==> config.mk <==
export PLATFORM = sky130hd
export DESIGN_NAME = rst_sequencer
export DESIGN_NICKNAME = d
export VERILOG_FILES = /design/src/rtl/rst_sequencer.sv
export SDC_FILE = /design/constraint.sdc
export NUM_CORES = 1
export LEC_CHECK = 0
export ABC_AREA = 0
export BUFFER_PORTS_ARGS = -buffer_cell sky130_fd_sc_hd__clkbuf_2
export CORE_ASPECT_RATIO = 1.5
export CORE_MARGIN = 2
export CORE_UTILIZATION = 40
export DETAILED_ROUTE_END_ITERATION = 6
export PLACE_DENSITY = 0.65
export SLEW_MARGIN = 20
export SYNTH_ARGS = -nofsm -noshare
export SYNTH_HDL_FRONTEND = slang
export SYNTH_SLANG_ARGS = --single-unit
==> constraint.sdc <==
create_clock -name i_clk -period 2.5 [get_ports i_clk]
set_clock_uncertainty 0.05 [all_clocks]
set_input_delay 0.5 -clock i_clk [delete_from_list [all_inputs] [get_ports i_clk]]
set_output_delay 0.5 -clock i_clk [all_outputs]
set_load 0.01 [all_outputs]
==> src/rtl/rst_sequencer.sv <==
// rst_sequencer: staggered release of CH_NUM active-low resets; optional ordered assert via RST_SEQ_ORDERED_ASSERT_EN
module rst_sequencer #(
    parameter int unsigned     CH_NUM = 4,
    parameter int unsigned     CNT_W  = 32,
    parameter longint unsigned FIRST  = 64'h0000_0000_00ff_ff00,
    parameter longint unsigned STEP   = 64'h0000_0000_0000_1000
) (
    input  logic              i_clk,
    input  logic              i_rst,
    input  logic              i_req,
    input  logic              i_hold,
    output logic [CH_NUM-1:0] o_rstn,
    output logic              o_busy,
    output logic              o_done,
    output logic [CNT_W-1:0]  o_cnt
);
    localparam longint unsigned T_LAST_L = FIRST + 64'(CH_NUM - 1) * STEP;
    localparam logic [CNT_W-1:0] T_LAST = CNT_W'(T_LAST_L);
    if (CH_NUM < 1 || CH_NUM > 16 || CNT_W < 1 || CNT_W > 63 ||
        T_LAST_L >= (64'd1 << CNT_W) - 64'd1) begin : g_bad_cfg
        $error("rst_sequencer: last release threshold does not fit below 2^CNT_W-1");
    end
`ifdef RST_SEQ_ORDERED_ASSERT_EN
    localparam int ST_W = 2;
`else
    localparam int ST_W = 1;
`endif
    localparam logic [ST_W-1:0] S_CNT  = ST_W'(0);
    localparam logic [ST_W-1:0] S_DONE = ST_W'(1);
`ifdef RST_SEQ_ORDERED_ASSERT_EN
    localparam logic [ST_W-1:0] S_DOWN = ST_W'(2);
    localparam logic [CNT_W-1:0] D_LAST = CNT_W'(64'(CH_NUM - 1) * STEP);
    logic [CH_NUM-1:0] clr;
`endif
    logic [ST_W-1:0]   state_q, state_d;
    logic [CNT_W-1:0]  cnt_q, cnt_d;
    logic [CH_NUM-1:0] rstn_q, rstn_d;
    logic              busy_q, busy_d;
    logic              done_q, done_d;
    logic [CH_NUM-1:0] rel;
    logic              at_last;

    // Per-channel thresholds are constants, so each compare is a fixed comparator
    for (genvar k = 0; k < CH_NUM; k++) begin : g_ch
        localparam logic [CNT_W-1:0] TK = CNT_W'(FIRST + 64'(k) * STEP);
        assign rel[k] = cnt_q >= TK;
`ifdef RST_SEQ_ORDERED_ASSERT_EN
        localparam logic [CNT_W-1:0] DK = CNT_W'(64'(CH_NUM - 1 - k) * STEP);
        assign clr[k] = cnt_q == DK;
`endif
    end

    assign at_last = cnt_q == T_LAST;

    // Next-state: req beats hold; in the down phase a channel, once cleared, stays cleared
    always_comb begin
        state_d = state_q;
        cnt_d   = cnt_q;
        rstn_d  = rstn_q;
        done_d  = 1'b0;
        if (state_q == S_CNT) begin
            if (i_req) begin
                cnt_d  = '0;
                rstn_d = '0;
            end else if (!i_hold) begin
                cnt_d   = at_last ? cnt_q : cnt_q + CNT_W'(1);
                rstn_d  = rel;
                state_d = at_last ? S_DONE : S_CNT;
                done_d  = at_last;
            end
        end else if (state_q == S_DONE) begin
            rstn_d = '1;
            if (i_req) begin
                cnt_d = '0;
`ifdef RST_SEQ_ORDERED_ASSERT_EN
                state_d = S_DOWN;
`else
                state_d = S_CNT;
                rstn_d  = '0;
`endif
            end
        end
`ifdef RST_SEQ_ORDERED_ASSERT_EN
        else if (!i_hold) begin
            cnt_d   = (cnt_q == D_LAST) ? '0 : cnt_q + CNT_W'(1);
            rstn_d  = (cnt_q == D_LAST) ? '0 : rstn_q & ~clr;
            state_d = (cnt_q == D_LAST) ? S_CNT : S_DOWN;
        end
`endif
    end

    assign busy_d = state_d != S_DONE;

    // State and output registers with synchronous reset
    always_ff @(posedge i_clk) begin
        if (i_rst) begin
            state_q <= S_CNT;
            cnt_q   <= '0;
            rstn_q  <= '0;
            busy_q  <= 1'b0;
            done_q  <= 1'b0;
        end else begin
            state_q <= state_d;
            cnt_q   <= cnt_d;
            rstn_q  <= rstn_d;
            busy_q  <= busy_d;
            done_q  <= done_d;
        end
    end

    assign o_rstn = rstn_q;
    assign o_busy = busy_q;
    assign o_done = done_q;
    assign o_cnt  = cnt_q;
endmodule

==> impl_results.md, run 1 <==
- Run status: completed
- Top-level port count: 42
- Clock period minus final worst setup slack: ~2.2 ns
- DR vias/cell: 5.79
- Final-layout setup total negative slack: 0 ns
- Detailed Routing Iterations Pass 1: 4
- Share of synthesized area occupied by flip-flops and latches: between 30% and 40%
- Path type of the worst min-delay path: primary input to flop
- NumNets Final: 314
- Arrival time at the worst endpoint: 2.39 ns
- Cell leakage power: around 0.0011 uW
- Setup Buffers After CTS: 0
- Maxcap violations: 0
- Portion of the clock cycle consumed by the worst path in the final layout: 88.2%
- Clk pwr share: between 30% and 40%
- Routed wirelength normalized by instance count: 16.1 um
- Transition time at the pin with the least slew margin: ~0.82 ns
- Total core area: approximately 5400 sq um
- Power dissipated by switching net loads: 279 uW
- Total of cells resized after clock tree synthesis: 0
- FF+latch count, synth: 39
- Number of endpoints with negative hold slack in the final report: 0
- Unrepaired setup endpoints after global routing: no
- Predominant post-synthesis flop cell: sky130_fd_sc_hd__dfxtp_1
- Worst setup startpoint: o_cnt[0]
- Maximum achievable frequency: 454 MHz
- Maximum number of pins on one net before global-route repair: 18
- Total global routing overflow: 0
- Count of flip-flops with a built-in enable after synthesis: 0
- Remaining antenna violation count after routing: 0
- Reg-to-reg slack, setup: slightly below 0.3 ns
- Cell variety after synth: 54
- H-Tree Level Count: 2
- Relative contribution of sequential cells to total power: 55.6%
- Worst setup path endpoint: o_cnt[21]
- Final weighted congestion of routability-driven global placement: 0.845
- R2r worst-path depth: 8
- Number of rows in the core area: 33
- Ys async rst share: 0%
- Worst reg2reg path startpoint: o_cnt[0]
- Final setup violation count: 0
- Headroom to the max-slew limit: 45.3%
- Post-synthesis cell area: approximately 2200 sq um
- Global-route wire length before repair: 9940 um
- Layout area overhead: 20.8%
- Remaining DRCs: 0
- Post-Place Setup Slack: roughly 0.34 ns
- Insertion delay of the later-clocked pin in the worst-skew pair: 0.30 ns
- Number of max-slew violations in the final report: 0
- Detailed Route WL: 6110 um
- Worst-path clk slew: 0.08 ns
- Total of warnings raised by yosys: 0
- Clock tree from TritonCTS: yes
- First DRT Iteration DRCs: a little over 100
- WS Path Type: flop to flop
- Most frequent standard cell in the layout excluding fill and tap cells: sky130_fd_sc_hd__clkbuf_2
- Critical path peak fanout: 10
- FILL cells: 550
- Critical path endpoint category: flop
- Vertical die dimension: 94.5 um
- Net Sw Frac: between 20 and 25%
- DIE AREA: ~6000 sq um
- CP required: 2.69 ns
- Highest-count cells in the layout ignoring fill and taps: 41 x sky130_fd_sc_hd__clkbuf_2, 39 x sky130_fd_sc_hd__dfxtp_1, 24 x sky130_fd_sc_hd__a21oi_1
- Worst r2r dst: o_cnt[21]
- Count of buffers inserted at the top-level ports: between 40 and 50
- CTS Root Cell: sky130_fd_sc_hd__clkbuf_8
- Count of mapped cells out of synthesis: 254
- Bufs on Longest Clock Path: 2
- Number of global-route vias before repair: about 2000
- Combinational power share: 7.5%
- Overall die width: ~64 um
- Net count after synthesis: 260
- Peak supply drop: 0.304 mV
- Worst setup slack after layout: 0.296 ns
- Hold_sp: i_rst
- P per Cell Area: 429 nW/um^2
- Diodes inserted: 0
- Antenna violations before repair: 0
- Starting density of the core: 40.7%
- Number of clock sinks: 39
- Global-route usage over all layers: about a fifth
- Total half-perimeter wirelength after legalization and detailed placement: 4560 um
- Crit start category: flop
- Layout cell share with drive strength beyond 1: 28.2%
- Average cell area after synthesis: 8.60 sq um
- Count of hold buffers inserted by post-cts repair: 0
- Via Count: 2195
- TritonCTS buffer count: 5
- Internal cell power: between 800 and 900 uW
-- metal layers --
metal | routed length (um) | track usage, %
met5 | 0 | 0
met4 | 129 | 7.98
met3 | 289 | 3.93
met2 | 3150 | 37.8
met1 | 2550 | 24.7
-- layout make-up --
type	count	area [sq um]	share of cell area (%)
Clock buffer	7	76.3	2.89
Clock inverter	1	5.00	0.190
Inverter	12	45.0	1.71
Multi-Input combinational cell	193	1310	49.5
Sequential cell	39	781	29.6
Tap cell	70	87.6	3.32
Timing Repair Buffer	57	338	12.8
-- sequential cells by signal (all words and copies together) (netlist names) --
register  cells
o_cnt        32
o_rstn        4
o_busy        1
o_done        1
state_q       1
-- worst min path at each step --
stage / to / slack (ns) / cells after the start
floorplan: o_cnt[31] / 0.47 / 2
global placement: o_cnt[31] / 0.45 / 2
detailed placement: o_cnt[26] / 0.47 / 2
CTS: o_busy / 0.35 / 2
global route: o_busy / 0.35 / 2
finish: o_busy / 0.36 / 2
-- critical path, stage by stage (launching register included) --
cell                      delay (ns)
sky130_fd_sc_hd__dfxtp_1        0.38
sky130_fd_sc_hd__inv_1          0.08
sky130_fd_sc_hd__ha_1           0.13
sky130_fd_sc_hd__nor4b_1        0.29
sky130_fd_sc_hd__nand4_1        0.19
sky130_fd_sc_hd__buf_4          0.20
sky130_fd_sc_hd__o21a_1         0.28
sky130_fd_sc_hd__nor2_4         0.30
sky130_fd_sc_hd__o221a_2        0.25
-- metrics by stage --
stage	std cells	instance area (sq um)	total power (uW)	util, %	hold WS [ns]
2_1_floorplan	254	2180	696	-	0.470
3_3_place_gp	371	2560	728	47.6	0.447
3_5_place_dp	371	2560	728	47.6	0.468
4_1_cts	379	2640	1140	49.2	0.355
5_1_grt	379	2640	1170	49.2	0.354
6_report	379	2640	1130	49.2	0.357
-- power groups by stage --
stage,Clock (uW),Sequential [uW],Combinational [uW]
finish,417,629,85.2
global route,450,630,92.7
CTS,427,629,85.2
detailed placement,0,644,84.6
global placement,0,643,84.6
floorplan,0,645,51.5
-- synthesized netlist by cell type (2+ instances only) --
master,count,area (sq um)
sky130_fd_sc_hd__dfxtp_1,39,781
sky130_fd_sc_hd__nor4_1,4,25.0
sky130_fd_sc_hd__nand2_1,20,75.1
sky130_fd_sc_hd__o22a_1,7,61.3
sky130_fd_sc_hd__inv_1,12,45.0
sky130_fd_sc_hd__nor2_1,14,52.6
sky130_fd_sc_hd__or2_2,2,12.5
sky130_fd_sc_hd__o21ai_1,2,10.0
sky130_fd_sc_hd__and4_1,3,26.3
sky130_fd_sc_hd__clkbuf_1,5,18.8
sky130_fd_sc_hd__xnor2_1,2,17.5
sky130_fd_sc_hd__nand3_2,2,20.0
sky130_fd_sc_hd__o221a_2,4,45.0
sky130_fd_sc_hd__a21oi_1,24,120
sky130_fd_sc_hd__a41oi_1,2,17.5
sky130_fd_sc_hd__nor4_2,3,37.5
sky130_fd_sc_hd__o31ai_1,3,22.5
sky130_fd_sc_hd__buf_2,3,15.0
sky130_fd_sc_hd__and2_1,3,18.8
sky130_fd_sc_hd__a21o_1,4,30.0
sky130_fd_sc_hd__and3_1,2,12.5
sky130_fd_sc_hd__ha_1,2,25.0
sky130_fd_sc_hd__nand4_1,9,56.3
sky130_fd_sc_hd__a2bb2oi_1,2,17.5
sky130_fd_sc_hd__or3_1,8,50.1
sky130_fd_sc_hd__nand4_2,2,25.0
sky130_fd_sc_hd__nor3_1,8,40.0
sky130_fd_sc_hd__a31oi_1,12,75.1
sky130_fd_sc_hd__nor4b_1,3,26.3
sky130_fd_sc_hd__nand3_1,12,60.1
sky130_fd_sc_hd__or4_1,3,22.5
sky130_fd_sc_hd__o21a_1,4,30.0
sky130_fd_sc_hd__o21ai_0,8,40.0
-- logic make-up (layout without fill, tap and decap cells) --
group / Yosys count / count (layout) / synth area share (%)
buf+inv: 22 / 77 / 4.47
simple gates: 106 / 106 / 30.6
flops: 39 / 39 / 35.7
mux: 1 / 1 / 0.458
xor+xnor: 2 / 2 / 0.802
fa+ha+maj: 2 / 2 / 1.15
compound gates: 82 / 82 / 26.8
(Power assumes the default switching activity.)
==> run 2, diff against run 1 <==
- CAP_MARGIN: default -> 20
- CTS_BUF_LIST: default -> sky130_fd_sc_hd__clkbuf_8
==> run 2 against run 1 <==
Worst setup slack got worse by 0.0037 ns. Die area is the same. Non-clock buffer count stayed put. Power shrank 0.88%. Global-route usage unchanged. Wire length decreased by 0.28%. Critical path depth unchanged. Register-to-register slack barely moved. Combinational power barely moved. Largest cell class unchanged.
==> impl_results.md, run 2 (synthesis results as in run 1) <==
- Run status: completed
- Clock tree from TritonCTS: yes
- Remaining DRCs: 0 (unchanged)
- Diodes inserted: 0 (unchanged)
- Final weighted congestion of routability-driven global placement: 0.845 (unchanged)
- Total core area: 5370 sq um (unchanged)
- Peak supply drop: 0.295 mV (-2.8%)
- Total global routing overflow: 0 (unchanged)
- Largest register FFs: 32 (unchanged)
- Layout area overhead: 20.8% (unchanged)
- Total of cells resized after clock tree synthesis: 0 (unchanged)
- Most frequent standard cell in the layout excluding fill and tap cells: sky130_fd_sc_hd__clkbuf_2
- Vertical die dimension: 94.5 um (unchanged)
- Worst setup slack after layout: 0.292 ns (-0.00371 ns)
- Maximum achievable frequency: 453 MHz (-0.17%)
- Final-layout setup total negative slack: 0 ns (unchanged)
- Total half-perimeter wirelength after legalization and detailed placement: 4560 um (unchanged)
- WS Path Type: flop to flop
- Post-layout util: 49.2% (unchanged)
- Highest-count cells in the layout ignoring fill and taps: 41 x sky130_fd_sc_hd__clkbuf_2, 39 x sky130_fd_sc_hd__dfxtp_1, 24 x sky130_fd_sc_hd__a21oi_1
- NumNets Final: 314 (unchanged)
- Post-Place Setup Slack: 0.341 ns (unchanged)
- Worst-path clk slew: 0.08 ns (about the same)
- Starting density of the core: 40.7% (unchanged)
- Insertion delay of the later-clocked pin in the worst-skew pair: 0.29 ns (about the same)
- Routed wirelength normalized by instance count: 16.1 um (-0.28%)
- CP required: 2.68 ns (about the same)
- Global-route wire length before repair: 9940 um (unchanged)
- Transition time at the pin with the least slew margin: 0.785 ns (-0.0322 ns)
- Instance count on the critical path: 8 (unchanged)
- Number of endpoints with negative hold slack in the final report: 0 (unchanged)
- Cell-by-cell trace of the critical path: inv_1 -> ha_1 -> nor4b_1 -> nand4_1 -> buf_4 -> o21a_1 -> nor2_4 -> o221a_2
- Path type of the worst min-delay path: primary input to flop
- Headroom to the max-slew limit: 47.5% (+2.2 points)
- Slowest stage delay, CP: 0.38 ns (about the same)
- Count of buffers inserted at the top-level ports: 41 (unchanged)
- Arrival time at the worst endpoint: 2.39 ns (about the same)
- First DRT Iteration DRCs: 91 (-12%)
- Detailed Route WL: 6100 um (-0.28%)
- Portion of the clock cycle consumed by the worst path in the final layout: 88.3% (+0.15 points)
- DIE AREA: 6080 sq um (unchanged)
- DR vias/cell: 5.79 (unchanged)
- Count of cells along the worst hold path: 2 (unchanged)
- Top-level port count: 42 (unchanged)
- CP delay by family, top: simple AND/OR/NAND/NOR gates
- Number of clock sinks: 39 (unchanged)
- Crit start category: flop
- Detailed Routing Iterations Pass 1: 4 (unchanged)
- Layout cell share with drive strength beyond 1: 28.2% (unchanged)
- Number of rows in the core area: 33 (unchanged)
- Critical path endpoint category: flop
- H-Tree Level Count: 2 (unchanged)
- Number of max-slew violations in the final report: 0 (unchanged)
- CTS Root Cell: sky130_fd_sc_hd__clkbuf_8
- P per Cell Area: 425 nW/um^2 (-0.88%)
- R2r worst-path depth: 8 (unchanged)
- Critical path peak fanout: 10 (unchanged)
- Maxcap violations: 0 (unchanged)
- Via Count: 2195 (unchanged)
- CP bufs+invs: 2 (unchanged)
- Maximum number of pins on one net before global-route repair: 18 (unchanged)
- Cell leakage power: 0.00112 uW (+0.75%)
- Number of global-route vias before repair: 2027 (unchanged)
- Unrepaired setup endpoints after global routing: no
- Antenna violations before repair: 0 (unchanged)
- Hold Slack: 0.359 ns (+0.00209 ns)
- Clock period minus final worst setup slack: 2.21 ns (+0.00371 ns)
- Overall die width: 64.3 um (unchanged)
- Slowest CP cell: sky130_fd_sc_hd__dfxtp_1
- Remaining antenna violation count after routing: 0 (unchanged)
- Global-route usage over all layers: 21.1% (unchanged)
- FILL cells: 550 (unchanged)
- Final setup violation count: 0 (unchanged)
- Bufs on Longest Clock Path: 2 (unchanged)
- Setup Buffers After CTS: 0 (unchanged)
- TritonCTS buffer count: 5 (unchanged)
- Count of hold buffers inserted by post-cts repair: 0 (unchanged)
-- run 2: cell types whose count changed in the layout (fill, tap and decap cells not counted), sizes merged --
cell    delta
clkbuf     -2
inv        +2
-- run 2: path summary, 6_finish.rpt --
path,start,to,slack (ns)
min reg2reg,o_cnt[26],o_cnt[26],0.47
max reg2reg,o_cnt[0],o_cnt[21],0.29
max,o_cnt[0],o_cnt[21],0.29
min,i_rst,o_busy,0.36
-- run 2: cell type report --
class	instances	area (sq um)	area share (%)
Multi-Input combinational cell	193	1310	49.5
Clock inverter	3	12.5	0.474
Timing Repair Buffer	57	338	12.8
Inverter	12	45.0	1.71
Tap cell	70	87.6	3.32
Clock buffer	5	68.8	2.61
Sequential cell	39	781	29.6
-- run 2: metrics by stage --
| step | instances | power [uW] | cell area, sq um |
|---|---|---|---|
| 6_report | 379 | 1120 | 2640 |
| 5_1_grt | 379 | 1160 | 2640 |
| 4_1_cts | 379 | 1130 | 2640 |
| 3_5_place_dp | 371 | 728 | 2560 |
| 3_3_place_gp | 371 | 728 | 2560 |
| 2_1_floorplan | 254 | 696 | 2180 |
-- run 2: worst register-to-register path, cell delays in order (launching register included) --
cell and delay (ns):
sky130_fd_sc_hd__dfxtp_1 0.38, sky130_fd_sc_hd__inv_1 0.08, sky130_fd_sc_hd__ha_1 0.13, sky130_fd_sc_hd__nor4b_1 0.29, sky130_fd_sc_hd__nand4_1 0.19, sky130_fd_sc_hd__buf_4 0.20
sky130_fd_sc_hd__o21a_1 0.28, sky130_fd_sc_hd__nor2_4 0.30, sky130_fd_sc_hd__o221a_2 0.25
-- run 2: layer usage --
layer	vias to the layer above	GRT usage (%)	routed length, um
li1	1088	-	-
met3	12	3.93	336
met4	0	7.98	151
met2	69	37.8	3120
met5	-	0	0
met1	1026	24.7	2490
-- run 2: report_power, final --
group / switching [uW] / total [uW] / leakage (uW) / internal [uW]
clock: 219 / 407 / 0.0000505 / 188
sequential: 4.00 / 629 / 0.000315 / 625
combinational: 53.9 / 85.0 / 0.000754 / 31.1
